[src/rtl/keypad_scanner.sv]
// 4x4 matrix keypad scanner: rotates an active-low column drive, debounces a
// single pressed key on scan ticks and reports it once with its row*4+col code.
module keypad_scanner #(
    parameter int SCAN_DIV       = 50000,
    parameter int DEBOUNCE_TICKS = 20
) (
    input  logic       clk_i,
    input  logic       rst_n,
    input  logic [3:0] row_i,
    output logic [3:0] col_o,
    output logic       key_valid_o,
    output logic [3:0] key_code_o,
    output logic       key_held_o
);

    localparam int             TW        = $clog2(SCAN_DIV);
    localparam logic [TW-1:0]  TICK_LAST = TW'(SCAN_DIV - 1);
    localparam logic [7:0]     DB_LAST   = 8'(DEBOUNCE_TICKS);

    localparam logic [1:0] SCAN     = 2'd0;
    localparam logic [1:0] DEBOUNCE = 2'd1;
    localparam logic [1:0] PRESSED  = 2'd2;
    localparam logic [1:0] RELEASE  = 2'd3;

    logic [3:0]    row_meta;
    logic [3:0]    rows_s;
    logic [TW-1:0] tick_cnt;
    logic          tick;
    logic [1:0]    state;
    logic [1:0]    col_idx;
    logic [1:0]    row_idx;
    logic [3:0]    row_pat;
    logic [7:0]    db_cnt;
    logic [7:0]    db_next;
    logic [3:0]    col_rot;
    logic          one_low;
    logic [1:0]    row_enc;

    // Synchronizer idles at all-ones so reset looks like "no key pressed".
    always_ff @(posedge clk_i or negedge rst_n) begin
        if (!rst_n) begin
            row_meta <= 4'hF;
            rows_s   <= 4'hF;
        end else begin
            row_meta <= row_i;
            rows_s   <= row_meta;
        end
    end

    always_ff @(posedge clk_i or negedge rst_n) begin
        if (!rst_n) begin
            tick_cnt <= '0;
        end else if (tick) begin
            tick_cnt <= '0;
        end else begin
            tick_cnt <= tick_cnt + 1'b1;
        end
    end

    assign tick    = (tick_cnt == TICK_LAST);
    assign db_next = db_cnt + 8'd1;
    assign col_rot = {col_o[2:0], col_o[3]};

    // Only a single low row is a usable press; anything else counts as idle/ghost.
    always_comb begin
        one_low = 1'b1;
        row_enc = 2'd0;
        case (rows_s)
            4'b1110: row_enc = 2'd0;
            4'b1101: row_enc = 2'd1;
            4'b1011: row_enc = 2'd2;
            4'b0111: row_enc = 2'd3;
            default: one_low = 1'b0;
        endcase
    end

    always_ff @(posedge clk_i or negedge rst_n) begin
        if (!rst_n) begin
            state       <= SCAN;
            col_o       <= 4'b1110;
            col_idx     <= 2'd0;
            row_idx     <= 2'd0;
            row_pat     <= 4'hF;
            db_cnt      <= 8'd0;
            key_valid_o <= 1'b0;
            key_code_o  <= 4'h0;
            key_held_o  <= 1'b0;
        end else begin
            key_valid_o <= 1'b0;
            if (tick) begin
                case (state)
                    SCAN: begin
                        if (one_low) begin
                            row_idx <= row_enc;
                            row_pat <= rows_s;
                            db_cnt  <= 8'd1;
                            if (DB_LAST == 8'd1) begin
                                key_code_o  <= {row_enc, col_idx};
                                key_valid_o <= 1'b1;
                                key_held_o  <= 1'b1;
                                state       <= PRESSED;
                            end else begin
                                state <= DEBOUNCE;
                            end
                        end else begin
                            col_o   <= col_rot;
                            col_idx <= col_idx + 2'd1;
                        end
                    end
                    DEBOUNCE: begin
                        if (rows_s == row_pat) begin
                            db_cnt <= db_next;
                            if (db_next >= DB_LAST) begin
                                key_code_o  <= {row_idx, col_idx};
                                key_valid_o <= 1'b1;
                                key_held_o  <= 1'b1;
                                state       <= PRESSED;
                            end
                        end else begin
                            db_cnt  <= 8'd0;
                            col_o   <= col_rot;
                            col_idx <= col_idx + 2'd1;
                            state   <= SCAN;
                        end
                    end
                    PRESSED: begin
                        if (rows_s == 4'hF) begin
                            db_cnt <= 8'd1;
                            if (DB_LAST == 8'd1) begin
                                key_held_o <= 1'b0;
                                col_o      <= col_rot;
                                col_idx    <= col_idx + 2'd1;
                                state      <= SCAN;
                            end else begin
                                state <= RELEASE;
                            end
                        end
                    end
                    RELEASE: begin
                        if (rows_s == 4'hF) begin
                            db_cnt <= db_next;
                            if (db_next >= DB_LAST) begin
                                db_cnt     <= 8'd0;
                                key_held_o <= 1'b0;
                                col_o      <= col_rot;
                                col_idx    <= col_idx + 2'd1;
                                state      <= SCAN;
                            end
                        end else begin
                            state <= PRESSED;
                        end
                    end
                    default: state <= SCAN;
                endcase
            end
        end
    end

endmodule
[config.mk]
export PLATFORM = sky130hd
export DESIGN_NAME = keypad_scanner
export DESIGN_NICKNAME = d
export VERILOG_FILES = /design/src/rtl/keypad_scanner.sv
export SDC_FILE = /design/constraint.sdc
export NUM_CORES = 1
export LEC_CHECK = 0
export CORE_MARGIN = 2
export CORE_UTILIZATION = 50
export CTS_BUF_LIST = sky130_fd_sc_hd__clkbuf_4 sky130_fd_sc_hd__clkbuf_8 sky130_fd_sc_hd__clkbuf_16
export DETAILED_ROUTE_END_ITERATION = 7
export HOLD_SLACK_MARGIN = 0.08
export PLACE_DENSITY_LB_ADDON = 0.25
export SYNTH_ARGS = -nofsm -noshare
export SYNTH_HDL_FRONTEND = slang
export SYNTH_SLANG_ARGS = --single-unit
[constraint.sdc]
create_clock -name clk_i -period 5 [get_ports clk_i]
set_input_delay 1 -clock clk_i [delete_from_list [all_inputs] [get_ports clk_i]]
set_output_delay 1 -clock clk_i [all_outputs]
set_load 0.05 [all_outputs]
==> results of run 1 <==
-- metal layers --
layer	up-vias	routed length, um	track usage [%]
met4	0	45	4.17
met3	6	166	4.69
li1	835	-	-
met1	826	2260	26.1
met5	-	0	0
met2	29	1850	26.7
-- synthesized netlist by cell type, types with 4 or more instances --
cell type / count / area (sq um)
clkbuf_1: 6 / 22.5
nand3_1: 12 / 60.1
nor2_1: 17 / 63.8
and2_1: 4 / 25.0
a21oi_1: 5 / 25.0
mux2_1: 4 / 45.0
o31ai_1: 5 / 37.5
mux2_4: 4 / 60.1
nor3_1: 8 / 40.0
xnor2_1: 11 / 96.3
xor2_1: 10 / 87.6
inv_1: 7 / 26.3
dfrtp_1: 37 / 926
o211ai_1: 4 / 30.0
o21ai_0: 4 / 20.0
dfstp_2: 15 / 394
nand2_1: 26 / 97.6
-- power groups by stage --
stage | Combinational (mW) | Clock (mW) | Sequential [mW]
floorplan | 0.00816 | 0 | 0.435
global placement | 0.0182 | 0 | 0.438
detailed placement | 0.0184 | 0 | 0.438
CTS | 0.0186 | 0.273 | 0.430
global route | 0.0211 | 0.295 | 0.431
finish | 0.0176 | 0.268 | 0.430
-- final cells by class --
type	count	share of cell area [%]
Tap cell	67	3.00
Multi-Input combinational cell	162	39.3
Inverter	7	0.940
Timing Repair Buffer	17	5.73
Clock inverter	2	0.403
Sequential cell	52	47.2
Clock buffer	6	3.36
-- logic make-up (layout without fill, tap and decap cells) --
kind of cell / after synthesis / after routing
buffers and inverters: 18 / 32
AND/OR/NAND/NOR: 90 / 90
multiplexers: 12 / 12
XOR/XNOR: 21 / 21
flip-flops: 52 / 52
adder cells (fa/ha/maj): 3 / 3
AO/OA/AOI/OAI: 36 / 36
-- flip-flops by register name, summed over array words and instances (netlist names), 2 cells and up --
name        count
col_idx         2
col_o           4
db_cnt          8
key_code_o      4
row_idx         2
row_meta        4
row_pat         4
rows_s          4
state           2
tick_cnt       16
-- how the worst max path moves through the flow --
stage                                from                   endpoint  slack [ps]
finish               col_o[1]$_DFFE_PN1P_                   col_o[1]        2350
floorplan           db_cnt[0]$_DFFE_PN0P_  key_code_o[0]$_DFFE_PN0P_        2750
CTS                  col_o[3]$_DFFE_PN1P_                   col_o[3]        2340
global route        tick_cnt[0]$_DFF_PN0_      db_cnt[7]$_DFFE_PN0P_        2170
global placement    tick_cnt[4]$_DFF_PN0_      db_cnt[7]$_DFFE_PN0P_        2570
detailed placement  tick_cnt[0]$_DFF_PN0_      db_cnt[7]$_DFFE_PN0P_        2470
==> results list, run 1 <==
- The run finished with clean final reports.
* Worst Setup Slack post-DPL: 2470 ps
* Main combinational cell family by area after synthesis: simple AND/OR/NAND/NOR gates
- Across the routed clock network, the largest skew measured is between 4 and 5 ps.
- Clock transition at the register clock pins on the worst setup and hold paths after CTS: 90 ps
- The first global-routing pass estimated between 7000 and 8000 um of wire.
* Number of buffers added for setup after CTS: 0
- After Yosys synthesis, full adders, half adders and majority gates account for ~1.5% of the synthesized area.
* Cell Int Power: 0.562 mW
- The tightest min-delay check is of the reg -> reg type.
- Summed over all cells, the static leakage comes to 1.20 nW.
- Per report_power, the sequential group accounts for 60.2% of the total.
- Worst Path Buf+Inv: 1
* Routability-driven placement congestion ratio: ~0.83
- Data on the critical path is required at its endpoint by around 4000 ps.
- Measured against the total synthesized area, the mux share comes to ~6%.
- Broken down by cell family, the worst path's largest delay share belongs to buffers and inverters.
- Xor/xnor cell area share of the yosys netlist: about 7.3%
- Cells along the critical path: clkdlybuf4s50_1
- Clock Sink Count: 52
* Post-Syn Area per Cell: 10.8 sq um
- Final hold violations: 0
* Total standard cell area after synthesis: 0.00250 sq mm
* Count of warnings emitted by yosys: 0
* Hold Path Stages: 0
- Final hold analysis gives a worst-case slack of roughly 360 ps.
- DRT Wirelength: 4320 um
* Source of the worst register-to-register timing path: tick_cnt[0]$_DFF_PN0_
* Pin slew with the least headroom to its limit: roughly 1100 ps
* Max-slew violation count: 0
* Number of buffers on the longest clock path: 2
- The number of antenna diodes in the final layout is 0.
- Switching share of power: a little over a fifth
* Initial Utilization: a little over half
- Stages on the worst setup path: 1
- Final net count: about 250
* Crit path time final: ~2700 ps
- Post-detail-place hpwl: between 2000 and 3000 um
* Main synth FF type: dfrtp_1
- STA classifies the critical path startpoint as a flip-flop.
* DIE AREA: ~0.0056 sq mm
- The pre-antenna-repair detailed-routing pass consisted of 4 iterations.
* Vias: about 1700
- The die is 74.8 um tall.
- Chip width: approximately 75 um
- The filler cells instantiated in the layout total 411.
- Setup violations remaining at the end of the flow were counted as 0.
- Number of violations reported at the end of detailed-routing iteration 0: 97
- The via count of the first global-routing pass came to between 1500 and 2000.
- The floorplan has 25 rows.
- The netlist uses 49 different library cells.
* Setup WS post-layout: 2350 ps
- Number of maximum-capacitance violations: 0
- The library cell used most frequently in the layout, excluding fill and tap cells, is dfrtp_1.
- Summing all placed instances gives a cell area of ~0.0027 sq mm.
- Util after Layout: about three fifths
* Kind of end point of the critical path: output port
- Count of state elements after synthesis: 52
- Synthesis produced a netlist with a net count of 241.
- Setup repair after global routing left no endpoint under its margin.
- The path with the worst hold slack has its endpoint at rows_s[3]$_DFF_PN1_.
- The worst register-to-register path has a depth of 7.
- Average detailed-routed wire length per instance: between 10 and 15 um
- Skew-Pair Late Insertion Delay: between 300 and 400 ps
* Number of antenna violations at the first check in global routing: 0
- Share of synthesized area occupied by flip-flops and latches: between 50% and 60%
- Total instance count after detailed placement: just over 300
- In the synthesized netlist the async set-or-reset flop fraction comes to 100%.
- Adding up every negative setup slack in the final design gives 0 ps.
* Total DRC errors in the routed layout: 0
- TritonCTS built the clock tree.
* Design area: 0.00280 sq mm
- The analysis attributes to net switching a power of between 0.15 and 0.2 mW.
- The total overflow left after global routing is 0.
- Number of nets still failing antenna checks after routing: 0
* Number of vias per cell after detailed routing: roughly 5.4
- The slowest stage of the critical path belongs to the cell clkdlybuf4s50_1.
- Clock tree synthesis inserted a total of 5 buffers.
* Top fanout value on the critical path: 3
- The library cells used most frequently in the layout, excluding fill and tap cells, are dfrtp_1, nand2_1, nor2_1.
- 16 I/O pins were placed.
- Layout overhead on the synthesized area: 11.6%
* Global routing usage summed across all routing layers: between 10% and 20%
- Number of buffer cells added on primary ports: 15
* Area inside the core boundary: ~0.0048 sq mm
- Number of synthesized flops with an enable pin: 0
- Fraction of final layout cells sized beyond drive strength 1: between 15 and 20%
* Number of instances in the synthesized netlist: around 230
- After the flow finishes, the layout carries non-filler instances totaling ~310.
* Gate power share: between 2 and 3%
- Maximum number of pins on one net before global-route repair: between 50 and 60
- The share of total power dissipated in the clock network is a little under two fifths.
* Highest ir drop seen on vdd: around 0.16 mV
* Area of the multi-input gates: 0.00110 sq mm
* Compound-cell area share of the yosys netlist: between 10% and 20%
- Total of hold buffers inserted after clock tree synthesis: 0
* Power per standard cell area: roughly 260 mW/mm^2
* PostCTS Resize Cnt: 0
- In this run the most critical hold path is launched from row_meta[3]$_DFF_PN1_.
- Biggest cell delay along the critical path: around 800 ps
- In this run the tightest slew margin relative to its limit is 26.2%.
* Number of levels the H-tree was split into: 2
- Root cell of the clock tree: clkbuf_8
- In the final layout, flip-flops and latches occupy around 0.0013 sq mm.
* Data arrival, critical path: roughly 1700 ps
- The critical path is of the reg -> out type.
- Internal reg-to-reg setup slack: ~2500 ps
- Period Utilization, post-route: 53.0%
- Total Power Consumption: ~0.72 mW
- Highest attainable clock frequency: 377 MHz
- Reg2reg end: db_cnt[2]$_DFFE_PN0P_
- Fraction of the mapped netlist area in simple logic gates: around a fifth
Note: power is estimated with default switching activity, not from simulation.
==> inputs of run 2 (changes only) <==
==> constraint.sdc (replaced) <==
create_clock -name clk_i -period 2.7 [get_ports clk_i]
set_input_delay 0.54 -clock clk_i [delete_from_list [all_inputs] [get_ports clk_i]]
set_output_delay 0.54 -clock clk_i [all_outputs]
set_load 0.05 [all_outputs]
==> results list, run 2 (synthesized netlist as in run 1, its figures left out) <==
- Cells along the critical path: ha_1, nand3_1, or2_1, a211oi_2, o31ai_1, a21oi_2, mux2_1
- For the worst setup path, the data required time is 2890 ps.
- Leakage Power: approximately 1.2 nW
* Data arrival, critical path: about 2600 ps
- Number of nets still failing antenna checks after routing: 0
* Top library cells by usage in the layout, fill and taps aside: dfrtp_1, nand2_1, nor2_1
* Design area: roughly 0.0028 sq mm
* First-pass detailed-route iteration total: 4
* Total of hold buffers inserted after clock tree synthesis: 0
* Number of clock buffers inserted by TritonCTS: 5
- The die is 74.8 um tall.
- The most critical setup path has its startpoint at db_cnt[0]$_DFFE_PN0P_.
* Worst Setup Slack post-DPL: roughly 300 ps
- The library cell used most frequently in the layout, excluding fill and tap cells, is dfrtp_1.
- The congestion estimate from routability-driven global placement came to around 0.81.
- Timing would allow up to roughly 410 MHz.
- Once placement finished, the instance area stood at roughly 0.0027 sq mm.
- Entering global routing, the biggest net connects 42 pins.
* Max-slew violation count: 0
- PostCTS Resize Cnt: 0
* Maximum clock skew at final layout: between 4 and 5 ps
- Class of the tightest hold or removal check: in -> async
- Together, buffers and inverters on the worst path number 0.
- Cell with the largest stage delay on the worst path: dfrtp_1
- Number of maximum-capacitance violations: 0
- Clock-pin slew was measured on the worst setup and hold paths at approximately 90 ps.
- STA classifies the critical path endpoint as a flip-flop.
* Number of vias per cell after detailed routing: around 5.3
- At the pin with the least slew margin, the transition time is 855 ps.
- For this block, the routed nets add up to between 3000 and 4000 um of wire.
* Run status: complete, no violations
- Summed over all layers, the global routing overflow is 0.
* Post-detail-place hpwl: about 2800 um
- The via count of the first global-routing pass is ~1500.
- In the final layout, the registers with the most flip-flops are tick_cnt (16), db_cnt (8).
- Once placement completed, the tool counted placed cells totaling just over 300.
- The first global-routing pass estimated around 7100 um of wire.
- In the finished design, the share of the clock period the worst path needs comes to 89.8%.
- Site Rows: 25
- The floorplan step defined a die boundary enclosing ~0.0056 sq mm.
- Biggest cell delay along the critical path: approximately 430 ps
- The tree is rooted in a clkbuf_8.
- In this run the power density over the cells is 478 mW/mm^2.
- Cells with a size suffix above 1 make up between 15 and 20% of the layout.
- In this run the worst path has a maximum fanout of 6.
- Setup repair after global routing left no endpoint under its margin.
* Skew-Pair Late Insertion Delay: 300 ps
- Final hold violations: 0
- Setup violations remaining at the end of the flow were counted as 0.
- Clock Sink Count: 52
- Source of the worst register-to-register timing path: db_cnt[0]$_DFFE_PN0P_
- Chip width: between 70 and 80 um
- Layout overhead on the synthesized area: 13.4%
- Total DRC errors in the routed layout: 0
* Vias: around 1700
* Crit path time final: 2420 ps
- Summed over all failing endpoints, the final setup total negative slack is 0 ps.
- The worst setup path is of the reg -> reg kind.
- Highest ir drop seen on vdd: between 0.3 and 0.4 mV
* Crit path max-delay family: compound AO/OA/AOI/OAI gates
* Number of buffers added for setup after CTS: 0
- Global routing usage summed across all routing layers: between 10% and 20%
* Setup WS post-layout: 276 ps
- Startpoint class of the critical path: flip-flop
- Clock tree from TritonCTS: done
- The endpoint identified for the worst register-to-register timing path is col_o[0]$_DFFE_PN0P_.
- Number of cells on the worst reg-to-reg path: 7
* Final net count: between 200 and 300
* Flip-flop count of the largest register after layout: 16
- The repair_antennas step left the layout with diodes totalling 0.
* Register with the most flip-flops: tick_cnt
* Number of buffers on the longest clock path: 2
- Number of antenna violations at the first check in global routing: 0
- Once layout is complete, the cells apart from fillers number 317.
- Dividing the detail-routed wire length by the instance count gives between 10 and 15 um.
* Fillcell total: about 400
* Number of levels the H-tree was split into: 2
- The setup check on the worst reg-to-reg path leaves a slack of about 280 ps.
* Initial Utilization: between 50% and 60%
- Number of buffer cells added on primary ports: 15
- Slew Limit Headroom: approximately 43%
- Area inside the core boundary: between 0.004 and 0.005 sq mm
* Io pins: 16
* Number of violations reported at the end of detailed-routing iteration 0: 94
-- run 2: cell count changes in the layout (fill, tap and decap cells not counted) --
cell,delta
inv_4,-1
clkinv_2,-1
buf_4,+4
clkbuf_8,+2
-- run 2: per-stage QoR --
stage / hold slack [ps] / total power, mW / util [%]
after floorplan: 244 / 0.821 / -
after global placement: 345 / 0.846 / 56.8
after detailed placement: 347 / 0.846 / 56.8
after CTS: 361 / 1.38 / 59.4
after global routing: 363 / 1.42 / 59.4
final: 342 / 1.36 / 59.4
-- run 2: worst max path at each step --
stage          slack, ps                        end  depth (start not counted)
6_report             280       col_o[0]$_DFFE_PN0P_                          7
2_1_floorplan        450  key_code_o[0]$_DFFE_PN0P_                          7
3_5_place_dp         300       col_o[0]$_DFFE_PN0P_                          7
5_1_grt              150       col_o[0]$_DFFE_PN0P_                          7
3_3_place_gp         360       col_o[0]$_DFFE_PN0P_                          7
4_1_cts              280       col_o[0]$_DFFE_PN0P_                          7
-- run 2: layer usage --
metal	wire length, um	vias up	global-route usage [%]
met3	137	5	4.02
met5	0	-	0
met1	2050	809	23.8
met4	41	0	5.36
li1	-	844	-
met2	1750	21	24.8
-- run 2: final cells by class --
type                    count  area (sq um)  share of cell area (%)
multi-input cells         162          1100                    38.7
inverters                   7          26.3                   0.925
well taps                  67          83.8                    2.95
flip-flops and latches     52          1320                    46.5
repair buffers             21           190                    6.69
clock buffers               8           121                    4.27
-- run 2: power by group --
part | internal, mW | leakage, nW | switching, mW
Clock | 0.290 | 0.0627 | 0.239
Sequential | 0.790 | 0.659 | 0.00681
Combinational | 0.0131 | 0.508 | 0.0201
==> inputs of run 3 (changes only) <==
--- a/config.mk
+++ b/config.mk
@@ -5,12 +5,14 @@
 export SDC_FILE = /design/constraint.sdc
 export NUM_CORES = 1
 export LEC_CHECK = 0
+export ABC_CLOCK_PERIOD_IN_PS = 2070
 export CORE_MARGIN = 2
 export CORE_UTILIZATION = 50
 export CTS_BUF_LIST = sky130_fd_sc_hd__clkbuf_4 sky130_fd_sc_hd__clkbuf_8 sky130_fd_sc_hd__clkbuf_16
 export DETAILED_ROUTE_END_ITERATION = 7
 export HOLD_SLACK_MARGIN = 0.08
 export PLACE_DENSITY_LB_ADDON = 0.25
+export SETUP_SLACK_MARGIN = 0.3
 export SYNTH_ARGS = -nofsm -noshare
 export SYNTH_HDL_FRONTEND = slang
 export SYNTH_SLANG_ARGS = --single-unit
==> constraint.sdc (replaced) <==
create_clock -name clk_i -period 2.07 [get_ports clk_i]
set_input_delay 0.414 -clock clk_i [delete_from_list [all_inputs] [get_ports clk_i]]
set_output_delay 0.414 -clock clk_i [all_outputs]
set_load 0.05 [all_outputs]
==> results list, run 3 (synthesized netlist as in run 1, its figures left out) <==
- Power per standard cell area: approximately 540 mW/mm^2
- After clock tree synthesis, the clock-pin slew on the worst setup and hold paths is 100 ps.
* Gate power share: 4.4%
- Final-report setup violation count: 11
- In this run the standard cell core region covers between 0.004 and 0.005 sq mm.
- Biggest cell delay along the critical path: roughly 430 ps
- Detailed placement ended at an HPWL of ~3300 um.
- Number of violations reported at the end of detailed-routing iteration 0: between 100 and 150
- Layout overhead on the synthesized area: 35.9%
* Number of maximum-capacitance violations: 0
* Worst hold margin: 75.0 ps
- Dividing the detail-routed wire length by the instance count gives around 15 um.
- Number of vias per cell after detailed routing: between 5 and 6
- Clock tree from TritonCTS: done
- The number of max-slew violations in the final report is 0.
- Measured against its own limit, the worst slew margin works out to roughly 64%.
- DRT Wirelength: about 5500 um
- Worst Setup Slack post-DPL: -140 ps
* Crit path time final: ~2200 ps
- Antenna diode count: 0
- The library cell used most frequently in the layout, excluding fill and tap cells, is buf_4.
* Final TNS setup: -768 ps
- For this design, the sink count on the clock tree is 52.
- Clock power frac: between 30% and 40%
- Highest ir drop seen on vdd: 0.464 mV
- Cell with the largest stage delay on the worst path: dfrtp_1
- Top fanout value on the critical path: 6
- The setup path with the least slack is of type reg -> reg.
* Period Utilization, post-route: 106%
- For the worst setup path, the data arrival time is about 2400 ps.
- Data on the critical path is required at its endpoint by 2270 ps.
- Design area: between 0.003 and 0.004 sq mm
- For this run, design rule violations remaining after detail routing come to 0.
- Leaving out fill and tap cells, the most frequent cells in the layout are buf_4, dfrtp_1, nand2_1.
- Kind of end point of the critical path: flip-flop
* Flip-flop count of the largest register after layout: 16
- 16 I/O pins were placed.
- Total Power Consumption: between 1.5 and 2 mW
* Startpoint class of the critical path: flip-flop
* Sequential fraction of design power: 57.1%
- Input and output buffers added on the ports amount to 15.
* Number of buffers on the longest clock path: 2
* Number of antenna violations at the first check in global routing: 0
- DIE AREA: between 0.005 and 0.006 sq mm
- The pre-antenna-repair detailed-routing pass consisted of 4 iterations.
- The number of buffers and inverters on the critical path is 0.
* Routability-driven placement congestion ratio: 0.822
- After the flow finishes, the layout carries non-filler instances totaling 360.
- The checks that failed: negative setup slack.
* Die span in y: around 75 um
- Leakage Power: 1.50 nW
* Run status: finished with violations
- Cell Int Power: between 1 and 1.5 mW
* Switching share of power: a little over a fifth
- GRT Residual Overflow: 0
- Crit path max-delay family: simple AND/OR/NAND/NOR gates
- Number of nets still failing antenna checks after routing: 0
* Maximum number of pins on one net before global-route repair: 31
- Number of levels the H-tree was split into: 2
- The via count of the first global-routing pass came to 1840.
* Total instance count after detailed placement: roughly 330
- The clock reaches the later pin of the worst-skew pair after ~310 ps.
- Class of the tightest hold or removal check: in -> async
- Register with the most flip-flops: tick_cnt
* RSZ-0062 raised after global routing: yes
* Cells along the critical path: ha_4, or3_1, a31o_2, or3_4, and3_4, mux2_4
* Final hold violations: 0
- Chip width: between 70 and 80 um
- Vias: between 1500 and 2000
- Fillcell total: about 330
- Fraction of final layout cells sized beyond drive strength 1: roughly two fifths
- After layout, the worst setup slack is -117 ps.
- After floorplanning, the core was divided into 25 placement rows.
- Global routing used about a fifth of the available tracks.
- On the final layout, the worst clock skew is between 9 and 10 ps.
* Placement-stage cell area: between 0.002 and 0.003 sq mm
- Root cell of the clock tree: clkbuf_8
* Largest regs: tick_cnt (16), db_cnt (8)
- Psw: 0.397 mW
- For the pin with the worst max-slew slack, the measured transition is 540 ps.
- The first global-routing pass estimated 8430 um of wire.
- In this run, CTS created clock tree buffers numbering 5.
- Final net count: between 300 and 400
* Util after Layout: 71.1%
* Initial Utilization: a little over half
- Highest attainable clock frequency: 457 MHz
## run 3: cell types whose count changed in the layout (fill, tap and decap cells not counted), sizes merged
| cell | change |
|---|---|
| clkdlybuf4s50 | -10 |
| clkinv | +2 |
| dlygate4sd2 | +7 |
| o311ai | +1 |
| clkbuf | -3 |
| bufinv | +1 |
| buf | +45 |
## run 3: per-layer routing
layer	global-route usage, %	wire length, um	vias up	part of all wire, %
met5	0	0	-	0
met4	6.35	63	0	1.2
met3	4.02	222	8	4.1
met2	31.7	2770	42	51
met1	27.7	2420	942	44
li1	-	-	932	-
## run 3: worst paths after layout
path / start / to / slack (ps) / cells after the start
worst max-delay path: db_cnt[1]$_DFFE_PN0P_ / key_code_o[3]$_DFFE_PN0P_ / -120 / 6
worst min-delay path: rst_n / state[0]$_DFFE_PN0P_ / 70 / 1
worst max register to register: db_cnt[1]$_DFFE_PN0P_ / key_code_o[3]$_DFFE_PN0P_ / -120 / 6
worst min register to register: row_meta[2]$_DFF_PN1_ / rows_s[2]$_DFF_PN1_ / 360 / 0
max in group asynchronous: rst_n / col_o[3]$_DFFE_PN1P_ / 1380 / 2
min in group clk_i: row_meta[2]$_DFF_PN1_ / rows_s[2]$_DFF_PN1_ / 360 / 0
## run 3: timing repair
action / 4_1_cts / 5_1_grt
hold buffers: 0 / 0
setup endpoints to repair: 35 / 29
hold endpoints to repair: 0 / 0
pin swaps: 19 / 8
resized for setup: 27 / 29
setup buffers: 9 / 7
cloned: 1 / 1
## run 3: layout make-up
cell class	count	area, sq um	share of cell area, %
timing repair buffer	63	528	15.5
sequential	52	1320	38.8
clock inverter	3	42.5	1.25
clock buffer	5	68.8	2.02
tap	67	83.8	2.46
multi-input combinational	163	1330	39.2
inverter	7	26.3	0.772
## run 3: worst register-to-register path: cells and delay by family, from the launching register on
kind,cells,cell delay [ps]
multiplexers,1,310
AND/OR/NAND/NOR,3,900
adder cells (fa/ha/maj),1,180
AO/OA/AOI/OAI,1,250
flip-flops,1,430
## run 3: power by group through the flow
stage	registers (mW)	logic, mW	clock network (mW)
after floorplan	1.05	0.0264	0
after global placement	1.06	0.0559	0
after detailed placement	1.06	0.0570	0
after CTS	1.04	0.0703	0.727
after global routing	1.04	0.0889	0.758
final	1.04	0.0812	0.701
